[src/rtl/maxnet_pkg.sv]
// Shared definitions for the maxnet feeder: default sizes, feeder state
// encoding and a few single-precision constants used by benches.
package maxnet_pkg;

  localparam int MN_DATA_W = 32;
  localparam int MN_N_IN   = 4;

  // Binary-encoded feeder states.
  typedef enum logic [2:0] {
    ST_IDLE  = 3'd0,
    ST_LOAD  = 3'd1,
    ST_START = 3'd2,
    ST_WAIT  = 3'd3,
    ST_OUT   = 3'd4
  } feeder_state_e;

  // IEEE-754 single-precision constants.
  localparam logic [31:0] FP_ZERO           = 32'h0000_0000;
  localparam logic [31:0] FP_TENTH          = 32'h3DCC_CCCD;
  localparam logic [31:0] FP_QUARTER        = 32'h3E80_0000;
  localparam logic [31:0] FP_HALF           = 32'h3F00_0000;
  localparam logic [31:0] FP_THREE_QUARTERS = 32'h3F40_0000;
  localparam logic [31:0] FP_ONE            = 32'h3F80_0000;

endpackage

[src/rtl/maxnet_feeder.sv]
// Wrapper stage around the maxnet core. Gathers N_IN activations from a
// valid/ready stream into a parallel vector, fires the core's one-shot start,
// captures the result on a rising done and offers it on a valid/ready output.
module maxnet_feeder
  import maxnet_pkg::*;
#(
  parameter int DATA_W = MN_DATA_W,
  parameter int N_IN   = MN_N_IN
) (
  input  logic                   clk,
  input  logic                   rst,
  input  logic                   in_valid,
  input  logic [DATA_W-1:0]      in_data,
  output logic                   in_ready,
  output logic                   mn_start,
  output logic [N_IN*DATA_W-1:0] mn_data,
  input  logic                   mn_done,
  input  logic [DATA_W-1:0]      mn_result,
  output logic                   out_valid,
  output logic [DATA_W-1:0]      out_data,
  input  logic                   out_ready,
  output logic                   busy
);

  localparam int               CNT_W    = (N_IN > 1) ? $clog2(N_IN) : 1;
  localparam logic [CNT_W-1:0] CNT_LAST = CNT_W'(N_IN - 1);

  feeder_state_e     state_q, state_d;
  logic [CNT_W-1:0]  cnt_q, cnt_d;
  logic [DATA_W-1:0] buf_q [N_IN];
  logic [DATA_W-1:0] out_data_q, out_data_d;
  logic              done_q;
  logic              in_fire;
  logic              done_rise;

  // A word is taken only while LOAD raises in_ready.
  assign in_fire = in_valid && in_ready;

  // A done level carried over from an earlier run must not complete this one,
  // so completion is the rising edge of mn_done only.
  assign done_rise = mn_done && !done_q;

  // Next-state, counter and result-capture decisions plus state-decoded outputs.
  always_comb begin
    // NOTE: every signal written here gets a default first; a path that left one
    // unassigned would make synthesis infer a latch to hold its old value.
    state_d    = state_q;
    cnt_d      = cnt_q;
    out_data_d = out_data_q;
    in_ready   = 1'b0;
    mn_start   = 1'b0;
    out_valid  = 1'b0;
    busy       = 1'b1;

    case (state_q)
      ST_IDLE: begin
        // Leaving IDLE one edge after reset keeps in_ready low through reset.
        state_d = ST_LOAD;
      end
      ST_LOAD: begin
        in_ready = 1'b1;
        busy     = 1'b0;
        if (in_valid) begin
          if (cnt_q == CNT_LAST) begin
            cnt_d   = '0;
            state_d = ST_START;
          end else begin
            cnt_d = cnt_q + 1'b1;
          end
        end
      end
      ST_START: begin
        mn_start = 1'b1;
        state_d  = ST_WAIT;
      end
      ST_WAIT: begin
        if (done_rise) begin
          out_data_d = mn_result;
          state_d    = ST_OUT;
        end
      end
      ST_OUT: begin
        out_valid = 1'b1;
        if (out_ready) begin
          state_d = ST_LOAD;
        end
      end
      default: begin
        state_d = ST_IDLE;
      end
    endcase
  end

  // State, word counter, done history and captured result.
  always_ff @(posedge clk or negedge rst) begin
    if (!rst) begin
      state_q    <= ST_IDLE;
      cnt_q      <= '0;
      done_q     <= 1'b0;
      out_data_q <= '0;
    end else begin
      // NOTE: non-blocking assignments make every register here sample the
      // pre-edge values, so the order of these lines does not matter.
      state_q    <= state_d;
      cnt_q      <= cnt_d;
      done_q     <= mn_done;
      out_data_q <= out_data_d;
    end
  end

  // Activation buffer: one word written per accepted transfer, read in parallel.
  always_ff @(posedge clk or negedge rst) begin
    if (!rst) begin
      // NOTE: this small array is reset on purpose because mn_data exposes it
      // directly and must read zero after reset; larger storage whose contents
      // are never visible before being written would normally stay unreset.
      for (int k = 0; k < N_IN; k++) begin
        buf_q[k] <= '0;
      end
    end else if (in_fire) begin
      buf_q[cnt_q] <= in_data;
    end
  end

  // Word k of the vector sits at bits [k*DATA_W +: DATA_W]; word 0 came first.
  for (genvar k = 0; k < N_IN; k++) begin : g_pack
    assign mn_data[k*DATA_W +: DATA_W] = buf_q[k];
  end

  assign out_data = out_data_q;

endmodule
[config.mk]
export PLATFORM = sky130hd
export DESIGN_NAME = maxnet_feeder
export DESIGN_NICKNAME = d
export VERILOG_FILES = /design/src/rtl/maxnet_pkg.sv /design/src/rtl/maxnet_feeder.sv
export SDC_FILE = /design/constraint.sdc
export NUM_CORES = 1
export LEC_CHECK = 0
export ABC_AREA = 1
export CAP_MARGIN = 20
export CORE_MARGIN = 3
export CORE_UTILIZATION = 49
export DETAILED_ROUTE_END_ITERATION = 12
export GPL_ROUTABILITY_DRIVEN = 0
export PLACE_DENSITY = 0.94
export RECOVER_POWER = 25
export SLEW_MARGIN = 20
export SYNTH_ARGS = -nofsm -noshare
export SYNTH_HDL_FRONTEND = slang
export SYNTH_SLANG_ARGS = --single-unit
[constraint.sdc]
create_clock -name clk -period 3.2 [get_ports clk]
set_input_delay 0.48 -clock clk [delete_from_list [all_inputs] [get_ports clk]]
set_output_delay 0.48 -clock clk [all_outputs]
set_load 0.01 [all_outputs]
======== Word-level counts from Yosys, hierarchy flattened ========
Index checks and enable logic that the tools add are counted.
cells by class
  $lt $le $gt $ge ......................... 2
  add/subtract/negate cells ............... 1
  eq/ne operators ......................... 9
  multiplexer cells ....................... 13
  bitwise gates (word level) .............. 1
  reduce and logical (&&, ||, !) cells .... 8
operators with widths
  cell                                                                          number
  128-bit bitwise mux                                                           1
  32-bit demux with 2-bit select                                                1
  32-bit 2-to-1 mux                                                             1
  3-bit one-hot mux with 5 select lines                                         1
  3-bit 2-to-1 mux                                                              4
  2-bit != test, second input constant                                          4
  3-bit by 2-bit == test with 1-bit output, second input constant               2
  1-bit 2-to-1 mux                                                              4
  2-bit AND reduction                                                           2
  4-bit AND reduction                                                           1
  3-bit by 1-bit == test with 1-bit output, second input constant               1
  3-bit == test, second input constant                                          1
  3-bit >= comparator, second input constant                                    1
  1-bit logical AND                                                             3
  3-bit zero test                                                               1
  3-bit by 1-bit less-than comparator with 1-bit output, second input constant  1
  2-bit NOT with 3-bit output                                                   1
  2-bit by 1-bit adder with 2-bit output, second input constant                 1
  2-bit == test, second input constant                                          1
  2-bit 2-to-1 mux                                                              1
  1-bit zero test                                                               1
word-level totals
  word-level logic and storage cells ...... 42
  register bits after elaboration ......... 166
  output and inout port bits .............. 164

======== Depth between registers and ports, before layout ========
Gate-level depths: netlist of run 1.
  depth after elaboration ................. 6
  depth in mapped cells ................... 8
  depth with buffers taken out ............ 7

======== Worst setup path before layout of run 1 ========
No wires, ideal clock.
  path kind ............................... flip-flop to flip-flop
  from .................................... register state_q[0]
  to ...................................... register buf_q (netlist bit mn_data[100])
  data required time ...................... 3.083 ns
  cell stages (with the launch flop) ...... 9
  setup slack ............................. 1.811 ns
  library setup time ...................... 0.117 ns
  clock period less this slack ............ 1.389 ns
  data arrival time ....................... 1.272 ns
  buffers on the path ..................... 1
  cell sequence ........................... dfrtp_1 -> inv_2 -> nor2_2 -> nand2_1 -> nor2_4 -> nand2_1 -> buf_2 -> nand2_1 -> nand2_1
between the ends
  longest elaborated chain between the ends .. 3
RTL lines
  what                                      line                  text
  start, declared                           maxnet_feeder.sv:28   feeder_state_e state_q, state_d;
  start signal, assigned                    maxnet_feeder.sv:104  state_q <= state_d;
  3-bit by 1-bit == test with 1-bit output  maxnet_feeder.sv:55   case (state_q)
  1-bit 2-to-1 mux                          maxnet_feeder.sv:55
  1-bit logical AND                         maxnet_feeder.sv:37   assign in_fire = in_valid && in_ready;
  end signal, assigned by index             maxnet_feeder.sv:121  buf_q[cnt_q] <= in_data;
  end, declared                             maxnet_feeder.sv:30   logic [DATA_W-1:0] buf_q [N_IN];
No other way between the ends.
A chain may end at the register's enable or synchronous reset.

======== Final worst setup path of run 1 ========
  from .................................... register state_q[0]
  to ...................................... output in_ready
between the ends
  longest elaborated chain between the ends .. 2
RTL lines
  what                                      line                 text
  3-bit by 1-bit == test with 1-bit output  maxnet_feeder.sv:55
  1-bit 2-to-1 mux                          maxnet_feeder.sv:55
  end, declared                             maxnet_feeder.sv:14  output logic in_ready,
No other way between the ends.

==> metrics.md, run 1 <==
| Metric | Value |
|---|---|
| Final std cells w/o fill | 1143 |
| Switching part of the total power | 35.31% |
| Period utilization | 71.96% |
| Critical Path Start | state_q[0]$_DFFE_PN0P_ |
| Initial Util | 51.50% |
| Syn avg cell area | 9.009 um^2 |
| Hold wc startpoint | mn_data[127]$_DFFE_PN0P_ |
| Routed met2 length | 9706 um |
| Final-report max-slew violation count | 0 |
| ANT cells | 0 |
| Routed WL per cell | 16.70 um |
| Vias/cell | 5.223 |
| Clock tree buffer depth | 2 |
| Met3 wire length | 1652 um |
| PD cells | 1032 nW/um^2 |
| Overflow after GRT | 0 |
| Worst hold-check path type | register to register |
| Reg2Reg Launch Point | state_q[0]$_DFFE_PN0P_ |
| 1st-iter DRT viols | 486 |
| CTS Root Cell | clkbuf_16 |
| CTS sink count | 166 |
| Fmax | 434.3 MHz |
| Drt drc | 0 |
| Final WL | 19090 um |
| P&R area growth vs syn | 45.18% |
| Slowest CP cell | clkdlybuf4s50_1 |
| Crit path arrival time | 1.82 ns |
| Core box area | 12930 um^2 |
| Crit-path max cell delay | 0.56 ns |
| CTS tree | yes |
| Antenna viol nets, final | 0 |
| Psw | 3.524 mW |
| WHS | 0.4677 ns |
| Most common cell after layout, fill and taps aside | nand2_1 |
| Top cells by area, synth | dfrtp_1 (62%), nand2_1 (17%), nand3_1 (9.9%) |
| PortBufs | 232 |
| Final net count | 1031 |
| Initial antenna violation count | 0 |
| Yosys top cell by area | dfrtp_1 |
| # setup viols final | 0 |
| Layout cells sized above 1 | 5.046% |
| Mapped cell area | 6658 um^2 |
| Post-DP HPWL | 13160 um |
| M1 wire length | 7353 um |
| VDD IR-drop max | 501.4 uV |
| I/O Pins | 233 |
| Synthesized Nets | 812 |
| Commonest cells after routing, fill and taps aside | nand2_1 (303), clkdlybuf4s50_1 (230), dfrtp_1 (166), nand3_1 (131), inv_1 (39) |
| Num CTS Buffers | 17 |
| Post-CTS Setup Inserts | 0 |
| Total iterations of the first detailed-routing run | 5 |
| Worst Path Class, Setup | register to output port |
| WP buf/inv | 3 |
| Startpoint types | register |
| RSZ-0062 raised after global routing | no |
| Sequential power share | 37.0% |
| H-tree lvl count | 4 |
| Worst rel slew slack | 3.839% |
| Setup_tns | 0 ns |
| Leakage power | 4.848 nW |
| Layout fillers | 870 |
| Yosys top cell area share | 62.39% |
| Clk pin slew, worst setup/hold paths | 0.06 ns |
| Mapped Cells | 739 |
| Cell variety after synth | 17 |
| All-Layer GR Usage | 26.19% |
| Pint | 6.456 mW |
| MaxCap Viol Count | 0 |
| Clk_lat worst skew | 0.42 ns |
| Sequential share of the synthesized area | 62.39% |
| Top Layer Used | met4 |
| FP Rows | 41 |
| Final instance area | 9666 um^2 |
| Crit Path Max Fanout | 7 |
| First-pass GRT wire length | 30280 um |
| Yosys reg bits | 166 |
| Clock share of power | 19.9% |
| Crit. End Element | output port |
| Worst path cell trace | inv_2 > nor2_2 > nand2_1 > inv_1 > clkdlybuf4s50_1 |
| Vias in the first global route | 6036 |
| Placed insts | 1109 |
| Skew final | 0.006827 ns |
| Warnings from Yosys | 0 |
| Outcome | finished clean |
| Cell family with most CP delay | buffers and inverters |
| Comb pwr share | 43.1% |
| Placed instance area | 9052 um^2 |
| Die Y | 122.6 um |
| Largest net degree at the start of global routing | 98 |
| Vias | 5970 |
| Slew @ Worst Pin | 1.442 ns |
| Critical path required time | 2.72 ns |
| Minimum clock period | 2.303 ns |
| Final hold violations | 0 |
| Die ar. | 15020 um^2 |
| Chip width | 122.6 um |
cell type report:
cell class | count | area, um^2 | share of cell area (%)
sequential | 166 | 4154 | 42.98
timing repair buffer | 249 | 2479 | 25.64
multi-input combinational | 484 | 2085 | 21.57
clock buffer | 26 | 519.2 | 5.372
tap | 172 | 215.2 | 2.227
inverter | 40 | 150.1 | 1.553
clock inverter | 6 | 63.81 | 0.6602
repair_timing:
action                                 CTS  global route
hold buffers                             1             0
resized for setup                        0             0
endpoints found under the hold margin   25             0
worst reg2reg max path, cell delays in order, from the launching register on:
cell	delay, ns
dfrtp_1	0.47
inv_2	0.05
nor2_2	0.10
nand2_1	0.13
nor2_4	0.15
buf_4	0.46
nand2_1	0.14
buf_4	0.26
nand2_1	0.11
nand2_1	0.06
per-stage QoR:
stage	power (mW)	setup slack, ns	utilization (%)
2_1_floorplan	5.411	1.811	-
6_report	9.980	0.8972	74.77
3_3_place_gp	7.818	0.8754	70.03
4_1_cts	10.03	0.8797	74.61
3_5_place_dp	7.992	0.7807	70.03
5_1_grt	10.59	0.6474	74.77
power by group through the flow:
| stage | combinational, mW | clock, mW | sequential (mW) |
|---|---|---|---|
| 6_report | 4.30 | 1.99 | 3.69 |
| 5_1_grt | 4.69 | 2.10 | 3.80 |
| 2_1_floorplan | 1.36 | 0 | 4.05 |
| 4_1_cts | 4.33 | 2.01 | 3.68 |
| 3_5_place_dp | 4.31 | 0 | 3.68 |
| 3_3_place_gp | 4.15 | 0 | 3.67 |
kinds of logic after synthesis:
| family | Yosys count | share of synthesized area, % |
|---|---|---|
| adders and majority gates | 4 | 0.7518 |
| buffers and inverters | 89 | 6.371 |
| DFF | 166 | 62.39 |
| AOI/OAI and AO/OA | 36 | 2.706 |
| and+or+nand+nor | 444 | 27.78 |
sequential cells by signal, indices dropped and copies added, names as in the netlist:
register,count
done_q,1
cnt_q,2
mn_data,128
out_data,32
state_q,3
worst paths after layout:
kind / to / slack, ns / cells past startpoint
max in group asynchronous: out_data[22]$_DFFE_PN0P_ / 0.99 / 3
max reg2reg: mn_data[49]$_DFFE_PN0P_ / 1.15 / 9
min in group asynchronous: mn_data[6]$_DFFE_PN0P_ / 0.94 / 2
min: mn_data[127]$_DFFE_PN0P_ / 0.47 / 2
min reg2reg: mn_data[127]$_DFFE_PN0P_ / 0.47 / 2
max: in_ready / 0.90 / 5
metal layers:
layer / track usage, % / vias up
li1: - / 2778
met3: 8.157 / 37
met2: 44.07 / 291
met5: 0 / -
met1: 31.72 / 2864
met4: 9.937 / 0
synthesized netlist by cell type, drive strengths merged:
| cell | number |
|---|---|
| dfrtp | 166 |
| nand2 | 303 |
| nor2 | 6 |
| nor3b | 1 |
| nor3 | 1 |
| ha | 4 |
| clkbuf | 22 |
| a21oi | 1 |
| nand3 | 132 |
| nand4 | 1 |
| buf | 27 |
| inv | 40 |
| o21ai | 35 |
Note: power is estimated with default switching activity, not from simulation.
==> inputs of run 2 (changes only) <==
CORE_UTILIZATION = 45   (was 49)
PLACE_DENSITY = 0.88   (was 0.94)
clock period = 2.3 ns   (was 3.2 ns; I/O delays follow)
==> metrics.md, run 2 (synthesis gave the netlist of run 1 again) <==
| Metric | Value |
|---|---|
| Outcome | finished clean |
| Minimum clock period | 2.122 ns |
| Routed WL per cell | 16.17 um (-3.1%) |
| Final-report max-slew violation count | 0 (unchanged) |
| Largest net degree at the start of global routing | 65 (-34%) |
| # setup viols final | 0 (unchanged) |
| RR Endpoint | mn_data[68]$_DFFE_PN0P_ |
| Commonest cells after routing, fill and taps aside | nand2_1 (303), clkdlybuf4s50_1 (230), dfrtp_1 (166), nand3_1 (131), inv_1 (39) |
| Worst path cell trace | inv_2 > nor2_2 > nand2_1 > inv_1 > clkdlybuf4s50_1 |
| Post-CTS Setup Inserts | 0 (unchanged) |
| CTS sink count | 166 (unchanged) |
| Drt drc | 0 (unchanged) |
| Layout fillers | 1090 (+25%) |
| Crit path arrival time | 1.78 ns (-0.04 ns) |
| MaxCap Viol Count | 0 (unchanged) |
| Clk pin slew, worst setup/hold paths | 0.06 ns (about the same) |
| Vias | 5886 (-1.4%) |
| Total iterations of the first detailed-routing run | 5 (unchanged) |
| Period utilization | 92.24% |
| Setup_tns | 0 ns (unchanged) |
| Max reg flops | 128 (unchanged) |
| Overflow after GRT | 0 (unchanged) |
| FP Rows | 43 (+4.9%) |
| WHS | 0.4698 ns (+0.002029 ns) |
| Post-CTS Resized | 0 (unchanged) |
| Crit Path Max Fanout | 7 (unchanged) |
| Initial Util | 47.05% (-4.4 points) |
| Worst hold-check path type | register to register |
| Worst hold endpoint | mn_data[119]$_DFFE_PN0P_ |
| Die Y | 127.6 um (+4.1%) |
| PD cells | 1436 nW/um^2 (+39%) |
| Post-DP HPWL | 12810 um (-2.7%) |
| Fmax | 471.4 MHz |
| RSZ-0062 raised after global routing | no |
| Cell family with most CP delay | buffers and inverters |
| Slew @ Worst Pin | 1.311 ns (-0.1315 ns) |
| Initial antenna violation count | 0 (unchanged) |
| Antenna viol nets, final | 0 (unchanged) |
| Worst rel slew slack | 12.61% (+8.8 points) |
| Vias/cell | 5.096 (-2.4%) |
| Hold depth | 2 (unchanged) |
| Clock tree buffer depth | 2 (unchanged) |
| Final WL | 18680 um (-2.1%) |
| Chip width | 127.6 um (+4.1%) |
| Vias in the first global route | 5763 (-4.5%) |
| VDD IR-drop max | 795.9 uV (+59%) |
| Layout cells sized above 1 | 5.544% (+0.50 points) |
| R2R Setup Slk | 0.49 ns (-0.66 ns) |
| CTS Root Cell | clkbuf_16 |
| Final Util | 68.75% (-6.0 points) |
| Die ar. | 16290 um^2 (+8.4%) |
| Startpoint types | register |
| I/O Pins | 233 (unchanged) |
| Final hold violations | 0 (unchanged) |
| First-pass GRT wire length | 29990 um (-0.93%) |
| Critical path required time | 1.96 ns (-0.76 ns) |
| Post-CTS Hold Buffers | 1 (unchanged) |
| Reg2Reg Launch Point | state_q[0]$_DFFE_PN0P_ |
| Crit-path max cell delay | 0.55 ns (about the same) |
| Hold wc startpoint | mn_data[119]$_DFFE_PN0P_ |
| 1st-iter DRT viols | 509 (+4.7%) |
| Crit. End Element | output port |
| Clk_lat worst skew | 0.41 ns (about the same) |
| Leakage power | 4.878 nW (+0.62%) |
| P&R area growth vs syn | 46.12% |
| Worst Path Class, Setup | register to output port |
| Core box area | 14150 um^2 (+9.5%) |
| All-Layer GR Usage | 23.21% (-3.0 points) |
| Skew final | 0.009567 ns (+0.002741 ns) |
| Most common cell after layout, fill and taps aside | nand2_1 |
| H-tree lvl count | 4 (unchanged) |
| CTS tree | yes |
| Num CTS Buffers | 17 (unchanged) |
| Final net count | 1034 (+0.29%) |
| Slowest CP cell | clkdlybuf4s50_1 |
| Reg2Reg Depth | 7 (-2) |
| Critical Path Start | state_q[0]$_DFFE_PN0P_ |
| WP buf/inv | 3 (unchanged) |
| PortBufs | 232 (unchanged) |
run 2: layout make-up:
cell class | count | area [um^2] | share of cell area [%]
Timing Repair Buffer | 252 | 2495 | 25.65
Sequential cell | 166 | 4154 | 42.70
Inverter | 40 | 150.1 | 1.543
Clock buffer | 22 | 474.2 | 4.875
Antenna cell | 1 | 2.502 | 0.02572
Clock inverter | 10 | 142.6 | 1.466
Multi-Input combinational cell | 484 | 2085 | 21.43
Tap cell | 180 | 225.2 | 2.315
run 2: through the flow:
| stage | cell area (um^2) | power [mW] | setup WS (ns) | std cells |
|---|---|---|---|---|
| after floorplan | 6658 | 7.528 | 0.9108 | 739 |
| after global placement | 9105 | 10.91 | 0.3894 | 1121 |
| after detailed placement | 9105 | 11.10 | 0.3075 | 1121 |
| after CTS | 9732 | 14.11 | 0.1411 | 1154 |
| after global routing | 9726 | 14.87 | 0.06630 | 1154 |
| final | 9728 | 13.97 | 0.1785 | 1155 |
run 2: tightest hold or removal path: cells and delay by family, from the launching register on:
kind | cells | cell delay (ns)
DFF | 1 | 0.34
and+or+nand+nor | 2 | 0.09
run 2: worst max-delay path by stage:
| stage | to | cells after the start |
|---|---|---|
| floorplan | mn_data[100]$_DFFE_PN0P_ | 8 |
| global placement | mn_data[41]$_DFFE_PN0P_ | 6 |
| detailed placement | mn_data[40]$_DFFE_PN0P_ | 6 |
| CTS | in_ready | 5 |
| global route | in_ready | 5 |
| finish | in_ready | 5 |
run 2: report_power, final:
part / switching (mW) / internal (mW)
combinational: 2.88 / 3.04
sequential: 0.853 / 4.27
clock: 1.12 / 1.80
run 2: per-layer routing:
layer	part of all wire (%)	global-route usage, %	up-vias
li1	-	-	2783
met1	41	30.78	2805
met2	50	38.31	278
met3	8.2	5.351	20
met4	1.3	7.054	0
met5	0	0	-
